**config.mk**
```make
export PLATFORM = sky130hd
export DESIGN_NAME = frame_buf_sched_flat
export DESIGN_NICKNAME = d
export VERILOG_FILES = /design/src/rtl/frame_buf_sched_if.sv /design/src/rtl/frame_buf_sched.sv /design/src/flat_wrapper.sv
export SDC_FILE = /design/constraint.sdc
export NUM_CORES = 1
export LEC_CHECK = 0
export ABC_AREA = 1
export BUFFER_PORTS_ARGS = -buffer_cell sky130_fd_sc_hd__buf_2
export CAP_MARGIN = 10
export CELL_PAD_IN_SITES_DETAIL_PLACEMENT = 0
export CELL_PAD_IN_SITES_GLOBAL_PLACEMENT = 1
export CORE_AREA = 2 2 65 67
export CTS_BUF_LIST = sky130_fd_sc_hd__clkbuf_16
export DETAILED_ROUTE_END_ITERATION = 8
export DIE_AREA = 0 0 67 69
export GPL_TIMING_DRIVEN = 0
export PLACE_DENSITY = 0.59
export SYNTH_ARGS = -nofsm -noshare
export SYNTH_HDL_FRONTEND = slang
export SYNTH_SLANG_ARGS = --single-unit
```
**constraint.sdc**
```tcl
create_clock -name wr_clk -period 2.55 [get_ports wr_clk]
set_clock_uncertainty 0.05 [all_clocks]
set_input_delay 0.3825 -clock wr_clk [delete_from_list [all_inputs] [get_ports wr_clk]]
set_output_delay 0.3825 -clock wr_clk [all_outputs]
set_load 0.05 [all_outputs]
```
**src/rtl/frame_buf_sched_if.sv**
```systemverilog
// Purpose: writer/reader handshake and memory-strobe bundle for frame_buf_sched.
// Latency: none, plain wires.
// Backpressure: wr_ready/rd_ready gate word transfer; a start request is dropped when no slot is available.
interface frame_buf_sched_if #(
    parameter int BUF_IDX_W  = 1,
    parameter int ADDR_WIDTH = 3
);
    logic                  wr_frame_start;
    logic                  wr_valid;
    logic                  wr_abort;
    logic                  wr_ready;
    logic [BUF_IDX_W-1:0]  wr_buf;
    logic [ADDR_WIDTH-1:0] wr_addr;
    logic                  wr_mem_en;
    logic                  wr_start_miss;
    logic                  rd_frame_start;
    logic                  rd_valid;
    logic                  rd_ready;
    logic [BUF_IDX_W-1:0]  rd_buf;
    logic [ADDR_WIDTH-1:0] rd_addr;
    logic                  rd_mem_en;
    logic                  rd_start_miss;
    logic [BUF_IDX_W:0]    full_count;

    // Pixel source/sink side.
    modport master (
        output wr_frame_start, wr_valid, wr_abort, rd_frame_start, rd_valid,
        input  wr_ready, wr_buf, wr_addr, wr_mem_en, wr_start_miss,
        input  rd_ready, rd_buf, rd_addr, rd_mem_en, rd_start_miss, full_count
    );

    // Scheduler side.
    modport slave (
        input  wr_frame_start, wr_valid, wr_abort, rd_frame_start, rd_valid,
        output wr_ready, wr_buf, wr_addr, wr_mem_en, wr_start_miss,
        output rd_ready, rd_buf, rd_addr, rd_mem_en, rd_start_miss, full_count
    );
endinterface

```
**src/rtl/frame_buf_sched.sv**
```systemverilog
// Purpose: allocates frame slots to one writer and one reader, FIFO-orders completed frames, generates word addresses.
// Latency: grant visible one cycle after start; mem enables combinational from valid.
// Backpressure: start requests with no eligible slot are dropped with a one-cycle miss pulse; requester retries.
module frame_buf_sched #(
    parameter int NUM_BUFS   = 2,
    parameter int BUF_IDX_W  = 1,
    parameter int ADDR_WIDTH = 3
) (
    input logic               wr_clk,
    input logic               reset,
    frame_buf_sched_if.slave  bus
);
    typedef enum logic [1:0] {S_FREE, S_WRITING, S_FULL, S_READING} slot_st_t;
    typedef enum logic {W_IDLE, W_FILL} wr_st_t;
    typedef enum logic {R_IDLE, R_READ} rd_st_t;

    slot_st_t              slot_st [NUM_BUFS];
    logic [BUF_IDX_W-1:0]  q_mem   [NUM_BUFS];
    logic [BUF_IDX_W-1:0]  q_head, q_tail;
    logic [BUF_IDX_W:0]    q_cnt;

    wr_st_t                wr_st;
    logic [BUF_IDX_W-1:0]  wr_buf_q;
    logic [ADDR_WIDTH-1:0] wr_addr_q;
    logic                  wr_miss_q;
    rd_st_t                rd_st;
    logic [BUF_IDX_W-1:0]  rd_buf_q;
    logic [ADDR_WIDTH-1:0] rd_addr_q;
    logic                  rd_miss_q;

    logic                  free_vld;
    logic [BUF_IDX_W-1:0]  free_idx;
    logic                  wr_grant, wr_drop, wr_done, rd_grant, rd_done;

    function automatic logic [BUF_IDX_W-1:0] ptr_inc(input logic [BUF_IDX_W-1:0] p);
        return (p == BUF_IDX_W'(NUM_BUFS - 1)) ? '0 : p + BUF_IDX_W'(1);
    endfunction

    // Lowest-index FREE slot, taken from registered state so a slot freed this cycle waits a cycle.
    always_comb begin
        free_vld = 1'b0;
        free_idx = '0;
        for (int i = NUM_BUFS - 1; i >= 0; i--) begin
            if (slot_st[i] == S_FREE) begin
                free_vld = 1'b1;
                free_idx = BUF_IDX_W'(i);
            end
        end
    end

    // Slot lifecycle events; abort outranks the final word.
    assign wr_grant = (wr_st == W_IDLE) && bus.wr_frame_start && free_vld;
    assign wr_drop  = (wr_st == W_FILL) && bus.wr_abort;
    assign wr_done  = (wr_st == W_FILL) && !bus.wr_abort && bus.wr_valid && (&wr_addr_q);
    assign rd_grant = (rd_st == R_IDLE) && bus.rd_frame_start && (q_cnt != '0);
    assign rd_done  = (rd_st == R_READ) && bus.rd_valid && (&rd_addr_q);

    assign bus.wr_ready      = (wr_st == W_FILL);
    assign bus.wr_buf        = wr_buf_q;
    assign bus.wr_addr       = wr_addr_q;
    assign bus.wr_mem_en     = (wr_st == W_FILL) && bus.wr_valid && !bus.wr_abort;
    assign bus.wr_start_miss = wr_miss_q;
    assign bus.rd_ready      = (rd_st == R_READ);
    assign bus.rd_buf        = rd_buf_q;
    assign bus.rd_addr       = rd_addr_q;
    assign bus.rd_mem_en     = (rd_st == R_READ) && bus.rd_valid;
    assign bus.rd_start_miss = rd_miss_q;
    assign bus.full_count    = q_cnt;

    // Writer FSM: claim a free slot, step the address per accepted word, release on last word or abort.
    always_ff @(posedge wr_clk) begin
        if (reset) begin
            wr_st     <= W_IDLE;
            wr_buf_q  <= '0;
            wr_addr_q <= '0;
            wr_miss_q <= 1'b0;
        end else begin
            wr_miss_q <= 1'b0;
            case (wr_st)
                W_IDLE: begin
                    if (bus.wr_frame_start) begin
                        if (free_vld) begin
                            wr_buf_q  <= free_idx;
                            wr_addr_q <= '0;
                            wr_st     <= W_FILL;
                        end else begin
                            wr_miss_q <= 1'b1;
                        end
                    end
                end
                W_FILL: begin
                    if (bus.wr_abort) begin
                        wr_addr_q <= '0;
                        wr_st     <= W_IDLE;
                    end else if (bus.wr_valid) begin
                        wr_addr_q <= wr_addr_q + ADDR_WIDTH'(1);
                        if (&wr_addr_q) wr_st <= W_IDLE;
                    end
                end
                default: wr_st <= W_IDLE;
            endcase
        end
    end

    // Reader FSM: take the oldest completed slot, step the address per consumed word, free on last word.
    always_ff @(posedge wr_clk) begin
        if (reset) begin
            rd_st     <= R_IDLE;
            rd_buf_q  <= '0;
            rd_addr_q <= '0;
            rd_miss_q <= 1'b0;
        end else begin
            rd_miss_q <= 1'b0;
            case (rd_st)
                R_IDLE: begin
                    if (bus.rd_frame_start) begin
                        if (q_cnt != '0) begin
                            rd_buf_q  <= q_mem[q_head];
                            rd_addr_q <= '0;
                            rd_st     <= R_READ;
                        end else begin
                            rd_miss_q <= 1'b1;
                        end
                    end
                end
                R_READ: begin
                    if (bus.rd_valid) begin
                        rd_addr_q <= rd_addr_q + ADDR_WIDTH'(1);
                        if (&rd_addr_q) rd_st <= R_IDLE;
                    end
                end
                default: rd_st <= R_IDLE;
            endcase
        end
    end

    // Per-slot state; writer and reader events always target distinct slots.
    always_ff @(posedge wr_clk) begin
        if (reset) begin
            for (int i = 0; i < NUM_BUFS; i++) slot_st[i] <= S_FREE;
        end else begin
            for (int i = 0; i < NUM_BUFS; i++) begin
                if (wr_grant && free_idx == BUF_IDX_W'(i))     slot_st[i] <= S_WRITING;
                if (wr_drop  && wr_buf_q == BUF_IDX_W'(i))     slot_st[i] <= S_FREE;
                if (wr_done  && wr_buf_q == BUF_IDX_W'(i))     slot_st[i] <= S_FULL;
                if (rd_grant && q_mem[q_head] == BUF_IDX_W'(i)) slot_st[i] <= S_READING;
                if (rd_done  && rd_buf_q == BUF_IDX_W'(i))     slot_st[i] <= S_FREE;
            end
        end
    end

    // Ready-queue pointers and occupancy; simultaneous push and pop leave the count unchanged.
    always_ff @(posedge wr_clk) begin
        if (reset) begin
            q_head <= '0;
            q_tail <= '0;
            q_cnt  <= '0;
        end else begin
            if (wr_done)  q_tail <= ptr_inc(q_tail);
            if (rd_grant) q_head <= ptr_inc(q_head);
            case ({wr_done, rd_grant})
                2'b10:   q_cnt <= q_cnt + 1'b1;
                2'b01:   q_cnt <= q_cnt - 1'b1;
                default: q_cnt <= q_cnt;
            endcase
        end
    end

    // Ready-queue storage; contents are meaningless while the count says empty, so no reset.
    always_ff @(posedge wr_clk) begin
        if (wr_done) q_mem[q_tail] <= wr_buf_q;
    end
endmodule

```
**src/flat_wrapper.sv**
```systemverilog
// flat-port wrapper written by rule: the top's interface ports become plain ports
module frame_buf_sched_flat 
#(
    parameter int NUM_BUFS   = 2,
    parameter int BUF_IDX_W  = 1,
    parameter int ADDR_WIDTH = 3
)
  (wr_clk, reset, bus_wr_frame_start, bus_wr_valid, bus_wr_abort, bus_rd_frame_start, bus_rd_valid, bus_wr_ready, bus_wr_buf, bus_wr_addr, bus_wr_mem_en, bus_wr_start_miss, bus_rd_ready, bus_rd_buf, bus_rd_addr, bus_rd_mem_en, bus_rd_start_miss, bus_full_count);
  frame_buf_sched_if #(.BUF_IDX_W(BUF_IDX_W), .ADDR_WIDTH(ADDR_WIDTH)) bus_i ();
  input logic wr_clk;
  input logic reset;
  input wire logic [$bits(bus_i.wr_frame_start)-1:0] bus_wr_frame_start;
  input wire logic [$bits(bus_i.wr_valid)-1:0] bus_wr_valid;
  input wire logic [$bits(bus_i.wr_abort)-1:0] bus_wr_abort;
  input wire logic [$bits(bus_i.rd_frame_start)-1:0] bus_rd_frame_start;
  input wire logic [$bits(bus_i.rd_valid)-1:0] bus_rd_valid;
  output wire logic [$bits(bus_i.wr_ready)-1:0] bus_wr_ready;
  output wire logic [$bits(bus_i.wr_buf)-1:0] bus_wr_buf;
  output wire logic [$bits(bus_i.wr_addr)-1:0] bus_wr_addr;
  output wire logic [$bits(bus_i.wr_mem_en)-1:0] bus_wr_mem_en;
  output wire logic [$bits(bus_i.wr_start_miss)-1:0] bus_wr_start_miss;
  output wire logic [$bits(bus_i.rd_ready)-1:0] bus_rd_ready;
  output wire logic [$bits(bus_i.rd_buf)-1:0] bus_rd_buf;
  output wire logic [$bits(bus_i.rd_addr)-1:0] bus_rd_addr;
  output wire logic [$bits(bus_i.rd_mem_en)-1:0] bus_rd_mem_en;
  output wire logic [$bits(bus_i.rd_start_miss)-1:0] bus_rd_start_miss;
  output wire logic [$bits(bus_i.full_count)-1:0] bus_full_count;
  assign bus_i.wr_frame_start = bus_wr_frame_start;
  assign bus_i.wr_valid = bus_wr_valid;
  assign bus_i.wr_abort = bus_wr_abort;
  assign bus_i.rd_frame_start = bus_rd_frame_start;
  assign bus_i.rd_valid = bus_rd_valid;
  assign bus_wr_ready = bus_i.wr_ready;
  assign bus_wr_buf = bus_i.wr_buf;
  assign bus_wr_addr = bus_i.wr_addr;
  assign bus_wr_mem_en = bus_i.wr_mem_en;
  assign bus_wr_start_miss = bus_i.wr_start_miss;
  assign bus_rd_ready = bus_i.rd_ready;
  assign bus_rd_buf = bus_i.rd_buf;
  assign bus_rd_addr = bus_i.rd_addr;
  assign bus_rd_mem_en = bus_i.rd_mem_en;
  assign bus_rd_start_miss = bus_i.rd_start_miss;
  assign bus_full_count = bus_i.full_count;
  frame_buf_sched #(.NUM_BUFS(NUM_BUFS), .BUF_IDX_W(BUF_IDX_W), .ADDR_WIDTH(ADDR_WIDTH)) u_core (.wr_clk(wr_clk), .reset(reset), .bus(bus_i));
endmodule
```
### Word level (Yosys, flattened, before mapping)

Memories as Yosys holds them, arrays and structs flattened. A register that Yosys moved wholly into a read port is not among the register bits.
Index checks and enable logic that the tools add are counted.

* bits in read-only memories: 0
* memories kept: 2
* RAM bits: 6
* latch bits: 0
* register bits: 16
* input bits: 7

Memory list
* u_core.slot_st: words 2, bits a word 2, read ports 2, clocked after memory_dff 0, wr ports 2, line frame_buf_sched.sv:17 `slot_st_t slot_st [NUM_BUFS];`
* u_core.q_mem: words 2, bits a word 1, read ports 1, clocked after memory_dff 1, wr ports 1, line frame_buf_sched.sv:18 `logic [BUF_IDX_W-1:0] q_mem [NUM_BUFS];`

* shifts and indexed selects: 0
* bitwise logic cells: 18
* equal/unequal tests: 8
* order comparisons: 0
* $add $sub $neg: 6
* reduce and logical (&&, ||, !) cells: 35
* $mul: 0
* div/mod/pow operators: 0
* muxes and demuxes: 74

Operator list (number)
* 1-bit 2-to-1 mux: 52
* 1-bit logical AND: 22
* 3-bit 2-to-1 mux: 7
* 2-bit 2-to-1 mux: 10
* 3-bit AND reduction: 6
* 3-bit case mux with 2 select lines: 2
* 1-bit OR: 10
* 2-bit != test, second input constant: 4
* 1-bit inverter: 8
* 3-bit by 1-bit adder with 3-bit output, second input constant: 2
* 3-bit OR reduction: 2
* 2-bit zero test: 2
* 1-bit case mux with 2 select lines: 2
* 2-bit case mux with 2 select lines: 1
* 2-bit nonzero test: 2
* 3-bit != test, second input constant: 1
* 1-bit adder, second input constant: 2
* 2-bit by 1-bit adder with 2-bit output, second input constant: 1
* 2-bit by 1-bit == test with 1-bit output, second input constant: 1
* 2-bit == test, second input constant: 1
* 2-bit by 1-bit != test with 1-bit output, second input constant: 1
* 2-bit by 1-bit subtractor with 2-bit output, second input constant: 1
* 1-bit zero test: 1

### Depth between registers and ports, before layout

* depth after elaboration: 13
* gate-level depth with buffers: 10
* gate-level depth less buffers: 10

### Worst setup path before layout

Ideal clock, no wire load.

* path type: reg2reg
* start: register u_core.wr_addr_q[0] (netlist: u_core.bus.wr_addr[0])
* end: register u_core.q_cnt[1] (netlist: u_core.bus.full_count[1])
* arrival: 2.008 ns
* setup slack: 0.370 ns
* buffers on the path: 0
* required time: 2.377 ns
* clock period less this slack: 2.180 ns
* stages on the path, launching flop included: 11
* cell sequence: dfxtp_1 -> ha_1 -> ha_1 -> nand2_1 -> inv_1 -> nand2_1 -> ha_1 -> a21oi_1 -> o21ai_0 -> o21ai_0 -> a21oi_1

* word-level cells in the longest chain between the ends: 4

Ends and longest elaborated chain
* start, declared: line frame_buf_sched.sv:24 `logic [ADDR_WIDTH-1:0] wr_addr_q;`
* start signal, assigned: line frame_buf_sched.sv:96 `wr_addr_q <= wr_addr_q + ADDR_WIDTH'(1);`
* 3-bit AND reduction *: line frame_buf_sched.sv:54 `assign wr_done = (wr_st == W_FILL) && !bus.wr_abort && bus.wr_valid && (&wr_addr_q);`
* 1-bit logical AND *: line frame_buf_sched.sv:54
* 2-bit by 1-bit == test with 1-bit output or 2-bit == test (tied branches): line frame_buf_sched.sv:161 `case ({wr_done, rd_grant})`
* 2-bit case mux with 2 select lines or 2-bit nonzero test (tied branches)
* end signal, assigned: line frame_buf_sched.sv:162 `2'b10: q_cnt <= q_cnt + 1'b1;`
* end signal, assigned: line frame_buf_sched.sv:163 `2'b01: q_cnt <= q_cnt - 1'b1;`
* end signal, assigned: line frame_buf_sched.sv:164 `default: q_cnt <= q_cnt;`
* end, declared: line frame_buf_sched.sv:20 `logic [BUF_IDX_W:0] q_cnt;`

Every way passes the cells marked *; elsewhere a longest branch is shown, timed or not.
A chain may end at the register's enable or synchronous reset.

### Worst setup path in the final report

Same ends and word-level chain as after synthesis.

==> tab_implementation.tex <==
\begin{tabular}{lr}
\hline
Metric & Value \\
\hline
\multicolumn{2}{l}{\textbf{Synth}} \\
Share of synthesized area occupied by flip-flops and latches & 46.2\% \\
Simple-Gate Fraction of Synth Area & 27.0\% \\
Cell types occupying the most area after synthesis & sky130\_fd\_sc\_hd\_\_dfxtp\_1 (30\%), sky130\_fd\_sc\_hd\_\_edfxtp\_1 (16\%), sky130\_fd\_sc\_hd\_\_nor2\_1 (7.7\%) \\
Post-synthesis net count & 153 \\
Count of state elements after synthesis & 23 \\
Adder-cell area share of the yosys netlist & 5.55\% \\
Warnings, synthesis & 0 \\
Compound-cell area share of the yosys netlist & 12.8\% \\
Post-synthesis share of cell area spent on xor and xnor gates & 0.777\% \\
Largest area contributor in the netlist & sky130\_fd\_sc\_hd\_\_dfxtp\_1 \\
Number of unique standard cell types used by synthesis & 26 \\
Combinational family with the most area after synthesis & simple AND/OR/NAND/NOR gates \\
Fraction of synthesized area in multiplexers & 0\% \\
Mapped cell area & 0.00113 sq mm \\
Mean cell area of the mapped netlist & 8.00 sq um \\
Share of Yosys cell area claimed by the top area cell type & 30.2\% \\
Gate count of the mapped netlist & 141 \\
\multicolumn{2}{l}{\textbf{Place}} \\
Final weighted congestion in routability-driven placement & 0.722 \\
Post-detailed-placement cell area & 0.00130 sq mm \\
Placement Setup Slack & 0.512 ns \\
Number of port buffers & 22 \\
HPWL after detailed placement & 1.87 mm \\
\multicolumn{2}{l}{\textbf{CTS}} \\
Clock transition at the registers of the reported paths & 0.06 ns \\
Number of clock sinks & 23 \\
\# Post-CTS Setup Buffers & 0 \\
Clk\_lat worst skew & 0.25 ns \\
Count of hold buffers inserted by post-cts repair & 0 \\
Number of instances resized during post-cts repair & 0 \\
H-tree depth reported by CTS & 1 \\
Clock tree buffer depth & 2 \\
CTS Buf Count & 3 \\
Buffer type at the clock tree root & sky130\_fd\_sc\_hd\_\_clkbuf\_16 \\
CTS tree & built \\
\multicolumn{2}{l}{\textbf{Route}} \\
Drt pass-1 iters & 4 \\
Detailed-route wire length per cell & 11.4 microns \\
Via Count & 997 \\
Vias per cell & 4.59 \\
DRC violations left & 0 \\
First DRT Iteration DRCs & 16 \\
Total Wirelength & 2.46 mm \\
Antenna Nets Post-Route & 0 \\
\multicolumn{2}{l}{\textbf{Finish}} \\
Final core utilization & 35.2\% \\
Design area & 0.00138 sq mm \\
Final antenna diode count & 0 \\
Layout cells sized above 1 & 26.3\% \\
Signed area change from the synthesized netlist to the final layout & 22.3\% \\
Total number of nets in the final design & 180 \\
\multicolumn{2}{l}{\textbf{Worst hold path}} \\
Class of the tightest hold or removal check & primary input to flop \\
Hold Crit Depth & 3 \\
\multicolumn{2}{l}{\textbf{Global routing}} \\
Initial antenna violation count & 0 \\
Overall track demand over capacity in global routing & 12.0\% \\
Largest net degree at the start of global routing & 13 \\
Wire length of the first global-routing pass & 4.25 mm \\
Overflow left after global routing & 0 \\
Number of global-route vias before repair & 978 \\
\multicolumn{2}{l}{\textbf{STA}} \\
Slack of the critical path & 0.528 ns \\
Accumulated negative setup slack & 0 ns \\
Highest clock rate & 495 MHz \\
Part of the cycle the worst path needs & 79.3\% \\
Final Setup Violations & 0 \\
Shortest clock period the worst path allows after layout & 2.02 ns \\
Slew margin rel. & 81.9\% \\
Max-slew violations & 0 \\
Least-Margin Pin Slew & 0.271 ns \\
Final hold violation count & 0 \\
Setup repair after global routing missed its margin & no \\
\multicolumn{2}{l}{\textbf{Flow run}} \\
Max-cap violation count & 0 \\
\multicolumn{2}{l}{\textbf{Worst setup path}} \\
Max incr delay on CP & 0.38 ns \\
Required time worst endpoint & 2.64 ns \\
Crit-path slowest cell & sky130\_fd\_sc\_hd\_\_dfxtp\_1 \\
Crit-path most repeated cell & sky130\_fd\_sc\_hd\_\_ha\_1 \\
Count of cell instances traversed by the critical path & 10 \\
Critical-path maximum fanout & 5 \\
Kind of critical path & flop to flop \\
Startpoint type of the worst setup path & flop \\
Crit end category & flop \\
Cell breakdown of the critical path & ha\_1 > ha\_1 > nand2\_1 > inv\_1 > nand2\_1 > ha\_1 > a21oi\_1 > o21ai\_0 > o21ai\_0 > a21oi\_1 \\
Category of cells accounting for the largest share of critical-path delay & adder cells \\
Data arrival, critical path & 2.11 ns \\
Register-to-Register Path Depth & 10 \\
Number of buffers and inverters on the critical path & 1 \\
Minimum setup slack among reg-to-reg paths & 0.53 ns \\
\multicolumn{2}{l}{\textbf{Floorplanning}} \\
Placeable core area & 0.00391 sq mm \\
Starting utilization of the core area & 28.8\% \\
Die width & 67 microns \\
Number of placement rows & 23 \\
Vertical die dimension & 69 microns \\
Number of placed I/O pins & 23 \\
Die outline area & 0.00462 sq mm \\
\multicolumn{2}{l}{\textbf{Power and ir drop}} \\
Net switching power & 231 uW \\
Fraction of power consumed by the clock network & 39.2\% \\
Total power draw & 865 uW \\
Net Sw Frac & 26.7\% \\
Sequential share of power & 46.6\% \\
Power per standard cell area & 627 mW/mm\^{}2 \\
Static leakage & 0.000658 uW \\
Internal power summed over all cells & 634 uW \\
Comb pwr share & 14.2\% \\
Peak supply drop & 226 uV \\
\multicolumn{2}{l}{\textbf{Run status}} \\
Result of the run & finished clean \\
\hline
\end{tabular}
-- cell usage in the layout, fill, tap and decap left out, types with 3 or more instances in the layout --
cell type                   instances
sky130_fd_sc_hd__buf_2             23
sky130_fd_sc_hd__dfxtp_1           17
sky130_fd_sc_hd__nor3_1             3
sky130_fd_sc_hd__inv_1             17
sky130_fd_sc_hd__edfxtp_1           6
sky130_fd_sc_hd__nand2_1           19
sky130_fd_sc_hd__nand3_1            3
sky130_fd_sc_hd__nor2_2             3
sky130_fd_sc_hd__nand3_2            3
sky130_fd_sc_hd__ha_1               5
sky130_fd_sc_hd__a21oi_1           13
sky130_fd_sc_hd__nand4_1            3
sky130_fd_sc_hd__nand2_2            4
sky130_fd_sc_hd__inv_2              4
sky130_fd_sc_hd__clkbuf_16          3
sky130_fd_sc_hd__nor2_1            23
sky130_fd_sc_hd__o21ai_0            8
-- power by group through the flow --
stage          Combinational (uW)  Clock [uW]  Sequential, uW
4_1_cts                       124         347             403
5_1_grt                       135         364             405
6_report                      122         339             403
3_3_place_gp                  122           0             411
3_5_place_dp                  123           0             411
2_1_floorplan                56.0           0             445
-- final cells by class --
cell class	instances	area, sq um
Fill cell	431	2530
Clock inverter	1	3.75
Inverter	20	75.1
Sequential cell	23	520
Tap cell	50	62.6
Clock buffer	3	75.1
Buffer	2	12.5
Multi-Input combinational cell	96	519
Timing Repair Buffer	22	110
-- through the flow --
step / hold slack, ns / cells
after floorplan: 0.376 / 141
after global placement: 0.388 / 213
after detailed placement: 0.402 / 213
after CTS: 0.331 / 217
after global routing: 0.349 / 217
final: 0.339 / 217
-- Yosys cell counts (all sizes together) --
library cell / instances
a21oi: 13
a31oi: 1
buf: 2
dfxtp: 17
edfxtp: 6
ha: 5
inv: 20
nand2: 23
nand3: 6
nand4: 3
nor2: 27
nor3: 3
nor4: 1
o211ai: 1
o21ai: 9
o31ai: 2
or2: 1
xor2: 1
-- logic make-up after synthesis --
group / Yosys count
AOI/OAI and AO/OA: 26
xor gates and xnor gates: 1
adders and majority gates: 5
buffers and inverters: 22
DFF: 23
and+or+nand+nor: 64
-- metal layers --
metal | track usage (%) | wire [microns]
met3 | 1.96 | 84
met2 | 20.5 | 1170
met5 | 0 | 0
met1 | 14.6 | 1170
met4 | 4.76 | 37
-- state kept, by name, summed over array words and instances (netlist names), named ones only --
| register | flops |
|---|---|
| u_core.bus.rd_buf | 1 |
| u_core.bus.wr_addr | 3 |
| u_core.q_tail | 1 |
| u_core.slot_st | 4 |
| u_core.bus.wr_start_miss | 1 |
| u_core.bus.full_count | 2 |
| u_core.q_mem | 2 |
| u_core.bus.wr_buf | 1 |
| u_core.bus.rd_ready | 1 |
| u_core.q_head | 1 |
| u_core.bus.rd_start_miss | 1 |
| u_core.bus.rd_addr | 3 |
| u_core.bus.wr_ready | 1 |
-- worst paths after layout --
| kind | startpoint | to |
|---|---|---|
| worst min-delay path | bus_rd_frame_start | u_core.bus.rd_start_miss |
| worst max-delay path | u_core.bus.wr_addr[0] | u_core.bus.full_count[1] |
| worst min register to register | u_core.q_head | u_core.q_head |
| worst max register to register | u_core.bus.wr_addr[0] | u_core.bus.full_count[1] |
-- worst register-to-register path, cell delays in order (launching register included) --
cell                      delay [ns]
sky130_fd_sc_hd__dfxtp_1        0.38
sky130_fd_sc_hd__ha_1           0.18
sky130_fd_sc_hd__ha_1           0.14
sky130_fd_sc_hd__nand2_1        0.06
sky130_fd_sc_hd__inv_1          0.14
sky130_fd_sc_hd__nand2_1        0.16
sky130_fd_sc_hd__ha_1           0.34
sky130_fd_sc_hd__a21oi_1        0.11
sky130_fd_sc_hd__o21ai_0        0.11
sky130_fd_sc_hd__o21ai_0        0.17
sky130_fd_sc_hd__a21oi_1        0.06
No activity file was read; power rests on OpenSTA's default activity.
